$ cat src/rtl/eq_pkg.sv
// Purpose : shared register map, bit positions, reset constants and FSM encoding
//           for the equalizer coefficient scheduler.
// Latency : n/a (declarations only). Backpressure: n/a.
package eq_pkg;

    localparam int GAIN_W = 16;

    // Register word indices (byte address bits [5:2])
    localparam logic [3:0] WORD_CTRL      = 4'd8;
    localparam logic [3:0] WORD_STATUS    = 4'd9;
    localparam logic [3:0] WORD_RAMP_STEP = 4'd10;

    // CTRL bit positions
    localparam int CTRL_COMMIT_BIT = 0;
    localparam int CTRL_BYPASS_BIT = 1;

    // STATUS bit positions
    localparam int STATUS_PENDING_BIT = 0;
    localparam int STATUS_BUSY_BIT    = 1;
    localparam int STATUS_CNT_LSB     = 8;

    // Reset constants
    localparam logic [GAIN_W-1:0] GAIN_RESET       = 16'h4000;  // +1.0 in Q2.14
    localparam logic [GAIN_W-1:0] RAMP_STEP_RESET  = 16'h0100;
    localparam logic [7:0]        COMMIT_CNT_RESET = 8'd0;

    typedef enum logic [1:0] {
        ST_IDLE      = 2'd0,
        ST_WAIT_STRB = 2'd1,
        ST_RAMP      = 2'd2
    } eq_state_t;

    // Byte address to 32-bit word index
    function automatic logic [3:0] word_index(input logic [5:0] byte_addr);
        return byte_addr[5:2];
    endfunction

endpackage

$ cat src/rtl/eq_gain_stepper.sv
// Purpose : one band's ramp step: moves active toward target by at most step.
// Latency : purely combinational. Backpressure: none.
// Ports   : active/target (signed Q2.14), step (unsigned) in; next_gain, at_target out.
module eq_gain_stepper
    import eq_pkg::*;
(
    input  logic [GAIN_W-1:0] active,
    input  logic [GAIN_W-1:0] target,
    input  logic [GAIN_W-1:0] step,
    output logic [GAIN_W-1:0] next_gain,
    output logic              at_target
);

    logic [GAIN_W:0] diff;   // target - active, 17-bit two's complement
    logic [GAIN_W:0] mag;    // |diff|, at most 65535 so fits unsigned 17-bit

    always_comb begin
        // Sign-extend both operands; the true difference always fits in 17 bits.
        diff = {target[GAIN_W-1], target} - {active[GAIN_W-1], active};
        mag  = diff[GAIN_W] ? (~diff + 17'd1) : diff;

        // A zero step means jump straight to target. When |diff| > step the
        // move cannot overshoot, so 16-bit modular add/sub stays in range.
        if ((step == '0) || (mag <= {1'b0, step})) begin
            next_gain = target;
        end else if (diff[GAIN_W]) begin
            next_gain = active - step;
        end else begin
            next_gain = active + step;
        end

        at_target = (next_gain == target);
    end

endmodule

$ cat src/rtl/eq_coef_scheduler.sv
// Purpose : register bank of shadow EQ gains with glitch-free, sample-aligned
//           commit: snapshot to targets, then ramp active gains one step per sample.
// Latency : shadow writes visible next cycle; reads combinational; active gains move
//           on sample_strobe edges only. Backpressure: none; commits during a ramp
//           coalesce into a single PENDING request.
// Ports   : simple write/read bus (wrAddr/wrData/wr, rdAddr/rdData/rd),
//           sample_strobe in; gain_active, bypass_active, commit_done out.
module eq_coef_scheduler
    import eq_pkg::*;
#(
    parameter int C_S_AXI_ADDR_WIDTH = 6,
    parameter int C_S_AXI_DATA_WIDTH = 32,
    parameter int NUM_BANDS          = 8
) (
    input  logic                          S_AXI_ACLK,
    input  logic                          S_AXI_ARESET,
    input  logic [C_S_AXI_ADDR_WIDTH-1:0] wrAddr,
    input  logic [C_S_AXI_DATA_WIDTH-1:0] wrData,
    input  logic                          wr,
    input  logic [C_S_AXI_ADDR_WIDTH-1:0] rdAddr,
    output logic [C_S_AXI_DATA_WIDTH-1:0] rdData,
    input  logic                          rd,
    input  logic                          sample_strobe,
    output logic [16*NUM_BANDS-1:0]       gain_active,
    output logic                          bypass_active,
    output logic                          commit_done
);

    logic [GAIN_W-1:0] shadow_gain [NUM_BANDS];
    logic [GAIN_W-1:0] target_gain [NUM_BANDS];
    logic [GAIN_W-1:0] active_gain [NUM_BANDS];
    logic [GAIN_W-1:0] step_gain   [NUM_BANDS];
    logic [NUM_BANDS-1:0] band_done;

    logic              bypass_shadow;
    logic [GAIN_W-1:0] ramp_step;
    logic              pending;
    logic [7:0]        commit_cnt;

    eq_state_t state;
    eq_state_t state_nxt;

    logic [3:0] wr_word;
    logic [3:0] rd_word;
    logic       commit_wr;
    logic       busy;
    logic       take_snapshot;
    logic       apply_step;
    logic       load_bypass;
    logic       finish;

    // Address bits outside the word index and the informational rd strobe
    // carry no function here.
    logic unused_inputs;
    assign unused_inputs = ^{rd, wrAddr, rdAddr, wrData};

    assign wr_word   = word_index(wrAddr[5:0]);
    assign rd_word   = word_index(rdAddr[5:0]);
    assign commit_wr = wr && (wr_word == WORD_CTRL) && wrData[CTRL_COMMIT_BIT];
    assign busy      = (state != ST_IDLE);

    // ------------------------------------------------------------------
    // Per-band step arithmetic
    // ------------------------------------------------------------------
    for (genvar g = 0; g < NUM_BANDS; g++) begin : g_band
        eq_gain_stepper u_stepper (
            .active    (active_gain[g]),
            .target    (target_gain[g]),
            .step      (ramp_step),
            .next_gain (step_gain[g]),
            .at_target (band_done[g])
        );
        assign gain_active[16*g +: 16] = active_gain[g];
    end

    // ------------------------------------------------------------------
    // FSM: state register
    // ------------------------------------------------------------------
    always_ff @(posedge S_AXI_ACLK) begin
        if (S_AXI_ARESET) begin
            state <= ST_IDLE;
        end else begin
            state <= state_nxt;
        end
    end

    // ------------------------------------------------------------------
    // FSM: next state and control strobes
    // ------------------------------------------------------------------
    always_comb begin
        state_nxt     = state;
        take_snapshot = 1'b0;
        apply_step    = 1'b0;
        load_bypass   = 1'b0;
        finish        = 1'b0;

        case (state)
            ST_IDLE: begin
                if (commit_wr || pending) begin
                    take_snapshot = 1'b1;
                    state_nxt     = ST_WAIT_STRB;
                end
            end
            ST_WAIT_STRB: begin
                if (sample_strobe) begin
                    apply_step  = 1'b1;
                    load_bypass = 1'b1;
                    if (&band_done) begin
                        finish    = 1'b1;
                        state_nxt = ST_IDLE;
                    end else begin
                        state_nxt = ST_RAMP;
                    end
                end
            end
            ST_RAMP: begin
                if (sample_strobe) begin
                    apply_step = 1'b1;
                    if (&band_done) begin
                        finish    = 1'b1;
                        state_nxt = ST_IDLE;
                    end
                end
            end
            default: begin
                state_nxt = ST_IDLE;
            end
        endcase
    end

    // ------------------------------------------------------------------
    // Register bank, targets, active gains, status
    // ------------------------------------------------------------------
    always_ff @(posedge S_AXI_ACLK) begin
        if (S_AXI_ARESET) begin
            for (int b = 0; b < NUM_BANDS; b++) begin
                shadow_gain[b] <= GAIN_RESET;
                target_gain[b] <= GAIN_RESET;
                active_gain[b] <= GAIN_RESET;
            end
            bypass_shadow <= 1'b0;
            bypass_active <= 1'b0;
            ramp_step     <= RAMP_STEP_RESET;
            pending       <= 1'b0;
            commit_cnt    <= COMMIT_CNT_RESET;
            commit_done   <= 1'b0;
        end else begin
            if (wr) begin
                for (int b = 0; b < NUM_BANDS; b++) begin
                    if (int'(wr_word) == b) begin
                        shadow_gain[b] <= wrData[GAIN_W-1:0];
                    end
                end
                if (wr_word == WORD_CTRL) begin
                    bypass_shadow <= wrData[CTRL_BYPASS_BIT];
                end
                if (wr_word == WORD_RAMP_STEP) begin
                    ramp_step <= wrData[GAIN_W-1:0];
                end
            end

            // Snapshot only happens in IDLE and PENDING only sets while busy,
            // so the two never collide.
            if (take_snapshot) begin
                pending <= 1'b0;
            end else if (commit_wr && busy) begin
                pending <= 1'b1;
            end

            if (take_snapshot) begin
                for (int b = 0; b < NUM_BANDS; b++) begin
                    target_gain[b] <= shadow_gain[b];
                end
            end

            if (apply_step) begin
                for (int b = 0; b < NUM_BANDS; b++) begin
                    active_gain[b] <= step_gain[b];
                end
            end

            if (load_bypass) begin
                bypass_active <= bypass_shadow;
            end

            commit_done <= finish;
            if (finish) begin
                commit_cnt <= commit_cnt + 8'd1;
            end
        end
    end

    // ------------------------------------------------------------------
    // Read mux: combinational, so a same-cycle write returns the old value
    // ------------------------------------------------------------------
    always_comb begin
        rdData = '0;
        for (int b = 0; b < NUM_BANDS; b++) begin
            if (int'(rd_word) == b) begin
                rdData[GAIN_W-1:0] = shadow_gain[b];
            end
        end
        if (rd_word == WORD_CTRL) begin
            rdData[CTRL_BYPASS_BIT] = bypass_shadow;
        end
        if (rd_word == WORD_STATUS) begin
            rdData[STATUS_PENDING_BIT]              = pending;
            rdData[STATUS_BUSY_BIT]                 = busy;
            rdData[STATUS_CNT_LSB +: 8]             = commit_cnt;
        end
        if (rd_word == WORD_RAMP_STEP) begin
            rdData[GAIN_W-1:0] = ramp_step;
        end
    end

endmodule
$ cat config.mk
export PLATFORM = sky130hd
export DESIGN_NAME = eq_coef_scheduler
export DESIGN_NICKNAME = d
export VERILOG_FILES = /design/src/rtl/eq_pkg.sv /design/src/rtl/eq_gain_stepper.sv /design/src/rtl/eq_coef_scheduler.sv
export SDC_FILE = /design/constraint.sdc
export NUM_CORES = 2
export LEC_CHECK = 0
export BUFFER_PORTS_ARGS = -buffer_cell sky130_fd_sc_hd__clkbuf_2
export CORE_UTILIZATION = 45
export CTS_CLUSTER_SIZE = 10
export DETAILED_ROUTE_END_ITERATION = 10
export PLACE_DENSITY = 0.6
export SLEW_MARGIN = 20
export SYNTH_ARGS = -nofsm -noshare
export SYNTH_HDL_FRONTEND = slang
export SYNTH_HIERARCHICAL = 1
export SYNTH_SLANG_ARGS = --single-unit
$ cat constraint.sdc
create_clock -name S_AXI_ACLK -period 19.4 [get_ports S_AXI_ACLK]
set_input_delay 0.97 -clock S_AXI_ACLK [delete_from_list [all_inputs] [get_ports S_AXI_ACLK]]
set_output_delay 0.97 -clock S_AXI_ACLK [all_outputs]
set_load 0.02 [all_outputs]
Word-level counts from Yosys, hierarchy flattened
Memories as Yosys holds them, arrays and structs flattened. Cells that the tools add are included.

Register bits: 30. Memory bits (writable): 384. Input bits: 49. Output and inout port bits: 162. Word-level logic and storage cells: 253. Memories kept: 3.

Add/sub/neg operators: 33. Magnitude comparators: 8. Equal/unequal tests: 33. Multiplexer cells: 114. Bitwise operators: 32. Reduce and logical (&&, ||, !) cells: 23.

Memories: active_gain (words 8, width 16, read ports 8, clocked after memory_dff 0, write ports 8, RTL line eq_coef_scheduler.sv:31) `logic [GAIN_W-1:0] active_gain [NUM_BANDS];`; shadow_gain (words 8, width 16, read ports 8, clocked after memory_dff 0, write ports 8, RTL line eq_coef_scheduler.sv:29) `logic [GAIN_W-1:0] shadow_gain [NUM_BANDS];`; target_gain (words 8, width 16, read ports 8, clocked after memory_dff 0, write ports 8, RTL line eq_coef_scheduler.sv:30) `logic [GAIN_W-1:0] target_gain [NUM_BANDS];`.

Operator list (number): 2-to-1 mux 16 bit (49); adder 17 x 1 -> 17 bit, second input constant (8); <= comparator 17 x 16 -> 1 bit (8); 2-to-1 mux 17 bit (8); NOT 17 bit (8); subtractor 16 x 16 -> 17 bit (8); adder 16 bit (8); equality test 16 bit (8); subtractor 16 bit (8); equality test 4 bit, second input constant (13); 2-to-1 mux 1 bit (49); OR 1 bit (24); equality test 4 x 3 -> 1 bit, second input constant (4); zero test 16 bit (1); 2-to-1 mux 2 bit (6); logical OR 1 bit (9); adder 8 x 1 -> 8 bit, second input constant (1); equality test 4 x 2 -> 1 bit, second input constant (2); zero test 4 bit (2); 2-to-1 mux 8 bit (1); inequality test 2 bit, second input constant (4); AND reduction 8 bit (1); case mux 2 bit (3 select lines) (1); AND reduction 2 bit (2); other kinds (7) (10).

Longest topological paths before layout
An unclocked memory read counts as a cell.

Word-level depth: 13. Gate-level depth with buffers: 29. Mapped depth without buffers: 26.

Hierarchy
The synthesis kept the hierarchy.

Modules (own cells, without submodules): eq_coef_scheduler (instances 1, cells each 1215, area each 16884.9 µm², sequential area each 12131.6 µm²); eq_gain_stepper (g_band[0].u_stepper ...) (instances 4, cells each 445, area each 3284.4 µm², sequential area each 0.0 µm²); eq_gain_stepper (g_band[1].u_stepper ...) (instances 2, cells each 453, area each 3264.4 µm², sequential area each 0.0 µm²); eq_gain_stepper (g_band[7].u_stepper) (instances 1, cells each 449, area each 3276.9 µm², sequential area each 0.0 µm²); eq_gain_stepper (g_band[6].u_stepper) (instances 1, cells each 415, area each 3034.2 µm², sequential area each 0.0 µm²).

Worst setup path before layout
Ideal clock, no wire load.

Path type: input -> register. Start point: input wrAddr[3]. End point: memory target_gain[0][0] (enable). Library setup time: 0.642 ns. Arrival time: 7.277 ns. Data required time: 18.758 ns. Path slack: 11.481 ns. Stages on the path: 4. Path buffers: 1. Cells stage by stage: buf_6 -> nor2_4 -> a31oi_4 -> o21bai_1.

RTL lines: start, declared (RTL line eq_coef_scheduler.sv:17) `input logic [C_S_AXI_ADDR_WIDTH-1:0] wrAddr,`; end, declared (RTL line eq_coef_scheduler.sv:30).

==> flow_summary.json <==
{
  "max_freq_mhz": 124,
  "hpwl_mm": 103,
  "viasPerCell": 5.94,
  "drtPass1Iterations": 6,
  "p_sw_w": 0.00323,
  "setup_viol": 0,
  "drt_first_iter_violations": 3320,
  "grt-ovfl-total": 0,
  "grt_pass1_wl_mm": 207,
  "port_buffers": 173,
  "period_share": 0.416,
  "max_slew_margin": 0.291,
  "run_status": "completed",
  "synthMuxAreaShare": 0.0493,
  "tightest_slew_ns": 1.06,
  "root_buffer": "clkbuf_16",
  "p_comb_frac": 0.684,
  "numCtsBuffers": 54,
  "syn2layout_area_growth_pct": 8.19,
  "maxSlewViolCount": 0,
  "via_count": 36568,
  "power.clock.fraction": 0.139,
  "worstPathArrival_ns": 8.65,
  "critPathMaxFanout": 26,
  "synthSimpleGateAreaFrac": 0.190,
  "path_buf_inv": 1,
  "startpoint_type": "flop",
  "grt_start_max_net_pins": 97,
  "grt_use_total": 0.275,
  "synth_adder_area_share": 0.123,
  "synth_area_um2": 42900,
  "clk_pin_slew_ns": 0.06,
  "nNetsFinal": 5322,
  "die_w_um": 311,
  "dp_cells": 6058,
  "fin_cells": 6161,
  "crit_type": "flop to flop",
  "start_util": 0.457,
  "postSynthAreaPerCell_um2": 9.00,
  "synth_top_family_by_area": "simple AND/OR/NAND/NOR gates",
  "cts_setup_buffers": 0,
  "tritoncts": "yes",
  "rsz0062_at_grt": "false",
  "n_fill_cell": 9097,
  "wl_mm": 137,
  "grt_pass1_vias": 34119,
  "synth_enable_flop_cells": 384,
  "switching_share": 0.449,
  "die_h_um": 311,
  "finClkSkew_ns": 0.0298,
  "cts_resized": 0,
  "synthXorXnorAreaFrac": 0.113,
  "hold_viol": 0,
  "p_int_w": 0.00396,
  "p_leak_nw": 18.7,
  "drc_errors": 0,
  "critical_path.cell_chain": "inv_1, ha_1, fa_1, nor2b_1, o31a_1, o221a_2, o41a_1, o221a_1, o21ai_0, fa_1, xor2_1, nand3_1, a221o_1, or4_1, or4_1, nor3_1, nand4_1, or4_1, o41ai_2, and3_1, nand4_4, or4_1, a21oi_1",
  "io_pins": 211,
  "synth-compound-area-share": 0.186,
  "cap_violations": 0,
  "yosysUniqueCellTypes": 121,
  "synthCells": 4765,
  "min_period_ns": 8.08,
  "power_density_nw_per_um2": 155,
  "drive_gt1_frac": 0.103,
  "seqPwrFrac": 0.177,
  "core_um2": 93900,
  "min_path_type": "flop to flop",
  "end_kind": "flop",
  "routedWlPerCell_um": 22.2,
  "seq_area_frac_synth": 0.283,
  "crit_family": "simple AND/OR/NAND/NOR gates",
  "clockBufferDepth": 3,
  "yosys_most_used_dff": "edfxtp_1",
  "htree_levels": 2,
  "ant_nets": 0,
  "gp_congestion": 0.922,
  "ys_ff_latch": 414,
  "vdd_ir_drop_max_v": 0.0000943,
  "cp_common_cell": "or4_1",
  "die-area_um2": 96500,
  "tns_ns": 0,
  "clock-sinks": 414,
  "rows": 112,
  "synthArstFlopShare": 0,
  "yosysWarningCount": 6,
  "critPathSlowestCell": "o221a_1",
  "critical-path-max-stage-delay_ns": 0.79,
  "insertion_delay_ns": 0.64,
  "ctsHoldBuffers": 0,
  "cp.required_ns": 19.98,
  "antenna_found_initial": 4
}
cells in the final DEF (no fill, tap or decap), drive strengths merged, types with 75 or more instances in the layout:
cell	n
ha	397
nor2	391
edfxtp	384
inv	364
xnor2	346
a21oi	280
clkbuf	251
nand2	238
and2	196
o21ai	196
xor2	195
a21o	124
mux2	122
nor2b	117
nand2b	87
nor3	80
nand3	75
nand4	75
final cells by class:
class,instances,area (um2),area share
clock inverters,20,228,0.00491
diodes,4,10.0,0.000216
well taps,1254,1570,0.0338
inverters,360,1350,0.0291
flip-flops and latches,414,12100,0.262
clock buffers,79,1480,0.0318
repair buffers,210,1150,0.0247
multi-input cells,3820,28400,0.613
sequential cells by signal, indices dropped and copies added, names as in the netlist:
signal         flops
active_gain      128
bypass_active      1
bypass_shadow      1
commit_cnt         8
commit_done        1
pending            1
ramp_step         16
shadow_gain      128
state              2
target_gain      128
stage by stage:
| step | worst slack, ns | utilization | power, W | area [um2] | hold slack (ns) |
|---|---|---|---|---|---|
| after CTS | 11.36 | 0.494 | 0.00718 | 46400 | 0.492 |
| final | 11.32 | 0.494 | 0.00719 | 46400 | 0.497 |
| after detailed placement | 11.42 | 0.476 | 0.00614 | 44700 | 0.484 |
| after global routing | 10.99 | 0.494 | 0.00775 | 46400 | 0.517 |
| after floorplan | 11.48 | - | 0.00522 | 42900 | 0.456 |
| after global placement | 11.39 | 0.476 | 0.00610 | 44700 | 0.477 |
logic make-up (layout without fill, tap and decap cells):
family,count (synthesis),after routing
simple gates,1521,1521
compound gates,1157,1157
buf+inv,546,669
xor+xnor,544,544
flops,414,414
fa+ha+maj,413,413
mux,169,169
other cells,1,20
synthesized netlist by cell type (42+ instances only):
| cell type | n | area share |
|---|---|---|
| nand3_1 | 75 | 0.0088 |
| nor3_1 | 75 | 0.0088 |
| nand4_1 | 74 | 0.011 |
| ha_1 | 397 | 0.12 |
| xor2_1 | 192 | 0.039 |
| nor4_1 | 57 | 0.0083 |
| inv_1 | 360 | 0.032 |
| mux2_4 | 42 | 0.015 |
| nor2b_1 | 115 | 0.017 |
| mux2_2 | 52 | 0.014 |
| nor2_1 | 390 | 0.034 |
| edfxtp_1 | 384 | 0.27 |
| o21a_1 | 68 | 0.012 |
| xnor2_1 | 344 | 0.070 |
| a31oi_1 | 57 | 0.0083 |
| nand2_1 | 237 | 0.021 |
| and2_1 | 196 | 0.029 |
| clkbuf_1 | 102 | 0.0089 |
| a21o_1 | 119 | 0.021 |
| nand2b_1 | 85 | 0.012 |
| o21ai_0 | 174 | 0.020 |
| a21oi_1 | 276 | 0.032 |
| o31ai_1 | 56 | 0.0098 |
final timing paths:
| path | end | slack [ns] | cells past startpoint | startpoint |
|---|---|---|---|---|
| min | commit_cnt[1] | 0.50 | 2 | commit_cnt[1] |
| min reg2reg | commit_cnt[1] | 0.50 | 2 | commit_cnt[1] |
| max reg2reg | commit_cnt[6] | 11.32 | 23 | target_gain[0][16] |
| max | commit_cnt[6] | 11.32 | 23 | target_gain[0][16] |
metal layers:
| layer | global-route usage | vias to the layer above | routed length [um] |
|---|---|---|---|
| met5 | 0 | - | 39 |
| met4 | 0.0759 | 6 | 3560 |
| met3 | 0.0332 | 185 | 10400 |
| met2 | 0.426 | 1306 | 59800 |
| met1 | 0.400 | 17554 | 63000 |
| li1 | - | 17517 | - |
tightest hold or removal path: stages, from the launching register on:
cell and delay (ns):
dfxtp_1 0.33, nand2_1 0.06, a21oi_1 0.05
power groups by stage:
stage	Combinational [W]	Sequential, W	Clock [W]
floorplan	0.00391	0.00131	0
global placement	0.00481	0.00129	0
detailed placement	0.00485	0.00129	0
CTS	0.00489	0.00127	0.00102
global route	0.00542	0.00128	0.00105
finish	0.00492	0.00127	0.00100
No activity file was read; power rests on OpenSTA's default activity.
